$ cat config.mk
export PLATFORM = sky130hd
export DESIGN_NAME = spi_fifo_rx_v2
export DESIGN_NICKNAME = d
export VERILOG_FILES = /design/src/rtl/spi_fifo_rx_v2.sv
export SDC_FILE = /design/constraint.sdc
export NUM_CORES = 1
export LEC_CHECK = 0
export ABC_AREA = 1
export BUFFER_PORTS_ARGS = -buffer_cell sky130_fd_sc_hd__buf_2
export CAP_MARGIN = 15
export CORE_UTILIZATION = 25
export CTS_CLUSTER_DIAMETER = 120
export DETAILED_ROUTE_END_ITERATION = 8
export GPL_TIMING_DRIVEN = 1
export PLACE_DENSITY_LB_ADDON = 0.12
export SYNTH_ARGS = -nofsm -noshare
export SYNTH_HDL_FRONTEND = slang
export SYNTH_SLANG_ARGS = --single-unit
$ cat constraint.sdc
create_clock -name clk -period 2.1 [get_ports clk]
set_input_delay 0.315 -clock clk [delete_from_list [all_inputs] [get_ports clk]]
set_output_delay 0.315 -clock clk [all_outputs]
set_load 0.02 [all_outputs]
$ cat src/rtl/spi_fifo_rx_v2.sv
`default_nettype none
// ============================================================================
// Module   : spi_fifo_rx_v2
// Purpose  : Show-ahead receive FIFO between the SPI shift engine and the
//            register interface. It provides an occupancy count, threshold
//            flags and sticky overflow/underflow flags.
// Revision : 1.0 - initial release
// ============================================================================
module spi_fifo_rx_v2 #(
    parameter int DATA_W    = 16,
    parameter int DEPTH     = 8,
    parameter int AFULL_TH  = 6,
    parameter int AEMPTY_TH = 1
) (
    input  logic                       clk,
    input  logic                       rst,
    input  logic                       flush,
    input  logic                       wen,
    input  logic [DATA_W-1:0]          wdata,
    input  logic                       ren,
    output logic [DATA_W-1:0]          rdata,
    output logic [$clog2(DEPTH):0]     count,
    output logic                       full,
    output logic                       empty,
    output logic                       almost_full,
    output logic                       almost_empty,
    output logic                       overflow,
    output logic                       underflow,
    input  logic                       clr_err
);

    localparam int c_ADDR_W = $clog2(DEPTH);
    localparam int c_CNT_W  = c_ADDR_W + 1;

    localparam logic [c_CNT_W-1:0] c_FULL_CNT   = c_CNT_W'(DEPTH);
    localparam logic [c_CNT_W-1:0] c_AFULL_CNT  = c_CNT_W'(AFULL_TH);
    localparam logic [c_CNT_W-1:0] c_AEMPTY_CNT = c_CNT_W'(AEMPTY_TH);

    logic [DATA_W-1:0]   r_mem [DEPTH];
    logic [c_ADDR_W-1:0] r_wptr;
    logic [c_ADDR_W-1:0] r_rptr;
    logic [c_CNT_W-1:0]  r_count;
    logic                r_overflow;
    logic                r_underflow;

    logic w_rd_ok;
    logic w_wr_ok;
    logic w_ovf_evt;
    logic w_unf_evt;

    // A pop in the same cycle frees a slot, so a full FIFO can still accept.
    assign w_rd_ok   = ren & ~empty;
    assign w_wr_ok   = wen & (~full | w_rd_ok);
    assign w_ovf_evt = ~flush & wen & ~w_wr_ok;
    assign w_unf_evt = ~flush & ren & empty;

    assign full         = (r_count == c_FULL_CNT);
    assign empty        = (r_count == '0);
    assign almost_full  = (r_count >= c_AFULL_CNT);
    assign almost_empty = (r_count <= c_AEMPTY_CNT);
    assign count        = r_count;
    assign overflow     = r_overflow;
    assign underflow    = r_underflow;
    assign rdata        = r_mem[r_rptr];

    // Storage is intentionally not reset; rdata is meaningless while empty.
    always_ff @(posedge clk) begin
        if (!rst && !flush && w_wr_ok) begin
            r_mem[r_wptr] <= wdata;
        end
    end

    always_ff @(posedge clk) begin
        if (rst) begin
            r_wptr  <= '0;
            r_rptr  <= '0;
            r_count <= '0;
        end else if (flush) begin
            r_wptr  <= '0;
            r_rptr  <= '0;
            r_count <= '0;
        end else begin
            if (w_wr_ok) begin
                r_wptr <= r_wptr + 1'b1;
            end
            if (w_rd_ok) begin
                r_rptr <= r_rptr + 1'b1;
            end
            case ({w_wr_ok, w_rd_ok})
                2'b10:   r_count <= r_count + 1'b1;
                2'b01:   r_count <= r_count - 1'b1;
                default: r_count <= r_count;
            endcase
        end
    end

    // A new error event in the same cycle as clr_err keeps the flag set.
    always_ff @(posedge clk) begin
        if (rst) begin
            r_overflow  <= 1'b0;
            r_underflow <= 1'b0;
        end else begin
            if (w_ovf_evt) begin
                r_overflow <= 1'b1;
            end else if (clr_err) begin
                r_overflow <= 1'b0;
            end
            if (w_unf_evt) begin
                r_underflow <= 1'b1;
            end else if (clr_err) begin
                r_underflow <= 1'b0;
            end
        end
    end

endmodule
`default_nettype wire
==> impl_metrics.tcl <==
set metrics [dict create \
    outcome "completed" \
    io_buffers 47 \
    clk_pin_slew_worst_paths_ns 0.06 \
    synth.avg_cell_area_um2 10.9 \
    skew_ns 0.00785 \
    synth_area_leader_cell "edfxtp_1" \
    fp.dieW_um 156 \
    final_area_um2 7310 \
    synth_common_cells "154 x nor2_1, 128 x edfxtp_1, 105 x nand2_1" \
    max_freq_ghz 0.507 \
    yosysWarnings 0 \
    setup-violations-final 0 \
    post_route_cells_drive_above_1_share 0.192 \
    grt_max_degree 37 \
    rsz0062_at_grt "no" \
    hold_depth 1 \
    dp_cells 900 \
    ys_seq_area_frac 0.700 \
    start_kind "flip-flop" \
    min_from "wdata[8]" \
    p_leak_nw 2.75 \
    path_class "flip-flop to output port" \
    r2r_end "r_mem[5][6]" \
    vias 3833 \
    synth.ff_latch_count 143 \
    synthFlopType "edfxtp_1" \
    drc 0 \
    globalRouteOverflowTotal 0 \
    nNetsFinal 635 \
    syn_nets 570 \
    yosysMostFrequentCell "nor2_1" \
    setup_ws_ns 0.129 \
    yosysUniqueCellTypes 23 \
    first_pass_iters 5 \
    synth_top_area_frac 0.649 \
    numCtsBuffers 17 \
    critPathMaxFanout 36 \
    detail-route-antenna-nets 0 \
    coreArea_um2 22900 \
    rows 55 \
    fp.dieH_um 156 \
    wl_per_cell_um 14.8 \
    viasPerCell 4.11 \
    synth_edf_count 128 \
    numClockSinks 143 \
    synthCells 541 \
    final-hold-violation-count 0 \
    p_per_area_nw_per_um2 880 \
    syn-cell-area_um2 5920 \
    critPathRequiredTime_ns 1.78 \
    start_util 0.258 \
    root_buffer "clkbuf_16" \
    multi_input_area_um2 1580 \
    maxCapViolCount 0 \
    gp_congestion 0.795 \
    tightest_slew_ns 0.289 \
    relSlewSlack 0.807 \
    drt_wl_total_mm 13.8 \
    post-route-period-util 0.938 \
    rrSetupSlack_ns 0.26 \
    antenna_found_initial 0 \
    hold_end "r_mem[1][8]" \
    dp_slack_ns 0.160 \
    timing.hold.ws_ns 0.173 \
    synth_area_leaders "edfxtp_1 65%, nor2_1 9.8%, nand2_1 6.7%" \
    arrival_ns 1.66 \
    clock_latency_ns 0.42 \
    hp-class "input pin to flip-flop" \
    diodes 0 \
    reg2reg_from "count[0]" \
    r2r_cells 9 \
    worstSetupEndpointType "output port" \
    grt_pass1_wl_mm 21.8 \
    cts_tree "done" \
    min_period_ns 1.97 \
    place_hpwl_mm 8.35 \
    postPlaceCellArea_um2 6670 \
    dieArea_um2 24300 \
    vdd_drop_max_uv 467 \
    htreeDepth 4 \
    synthArstFlopShare 0 \
    fillers 2349 \
    slew_violations 0 \
    track_usage 0.121 \
    syn2layout_area_growth_pct 23.6 \
    ios 48 \
    stdcell_count 932 \
    grt_pass1_vias 3852 \
    p_total_mw 6.44 \
    hold_buffers 0 \
    drt_iter0_drc 270 \
    seqCellArea_um2 4150 \
    cts_buffer_depth 2 \
]
-- where the power goes --
part,internal (mW),switching (mW)
clock,1.67,1.25
sequential,3.12,0.0137
combinational,0.129,0.255
-- worst max-delay path by stage --
stage                        endpoint  slack (ns)  cells past startpoint
after CTS                   rdata[15]        0.03                      8
after global routing         rdata[6]      0.0008                      8
after global placement       count[3]        0.18                     11
after floorplan           r_mem[0][0]       -0.13                      7
after detailed placement     count[3]        0.16                     11
final                       rdata[12]        0.13                      7
-- area by class of cell --
type / instances / share of cell area
Clock buffer: 18 / 0.0587
Clock inverter: 14 / 0.0198
Inverter: 18 / 0.00924
Multi-Input combinational cell: 357 / 0.216
Sequential cell: 143 / 0.567
Tap cell: 313 / 0.0535
Timing Repair Buffer: 69 / 0.0751
-- layer usage --
layer | part of all wire | up-vias | wire [µm] | track usage
met3 | 0.026 | 11 | 357 | 0.0253
met4 | 0.013 | 0 | 174 | 0.0439
met5 | 0 | - | 0 | 0
li1 | - | 1953 | - | -
met2 | 0.47 | 50 | 6520 | 0.197
met1 | 0.49 | 1819 | 6740 | 0.158
-- layout by cell type, fill, tap and decap left out, drive strengths merged --
cell and n:
nor2 156, edfxtp 128, nand2 107, buf 69, o21ai 68, inv 27
clkbuf 18, dfxtp 15, nand3 8, ha 7, a21oi 5, clkinvlp 3
xor2 2, nand4 1, o211ai 1, nor3 1, o31ai 1, clkinv 1
bufinv 1
-- per-stage QoR --
| step | util | TNS [ns] |
|---|---|---|
| after floorplan | - | -12.31 |
| after global placement | 0.291 | 0 |
| after detailed placement | 0.291 | 0 |
| after CTS | 0.317 | 0 |
| after global routing | 0.319 | 0 |
| final | 0.319 | 0 |
-- flip-flops by register name (all words and copies together), names as in the netlist, named ones only --
signal	flops
underflow	1
r_wptr	3
r_rptr	3
count	4
overflow	1
r_mem	128
-- repair_timing --
action | 4_1_cts | 5_1_grt
setup buffers | 0 | 0
endpoints found under the setup margin | 8 | 16
resized for setup | 2 | 17
-- cells by family (layout without fill, tap and decap cells) --
| group | count (synthesis) | count (layout) | share of synthesized area |
|---|---|---|---|
| AND/OR/NAND/NOR | 273 | 273 | 0.177 |
| flip-flops | 143 | 143 | 0.700 |
| AO/OA/AOI/OAI | 75 | 75 | 0.0643 |
| buffers and inverters | 41 | 119 | 0.0406 |
| adder cells (fa/ha/maj) | 7 | 7 | 0.0148 |
| XOR/XNOR | 2 | 2 | 0.00296 |
-- critical path, stage by stage, from the launching register on --
cell and delay (ns):
dfxtp_4 0.40, inv_2 0.07, buf_12 0.17, o21ai_0 0.23, nand2_1 0.08, nand2_1 0.06, nand2_1 0.07, buf_2 0.16
(Power assumes the default switching activity.)
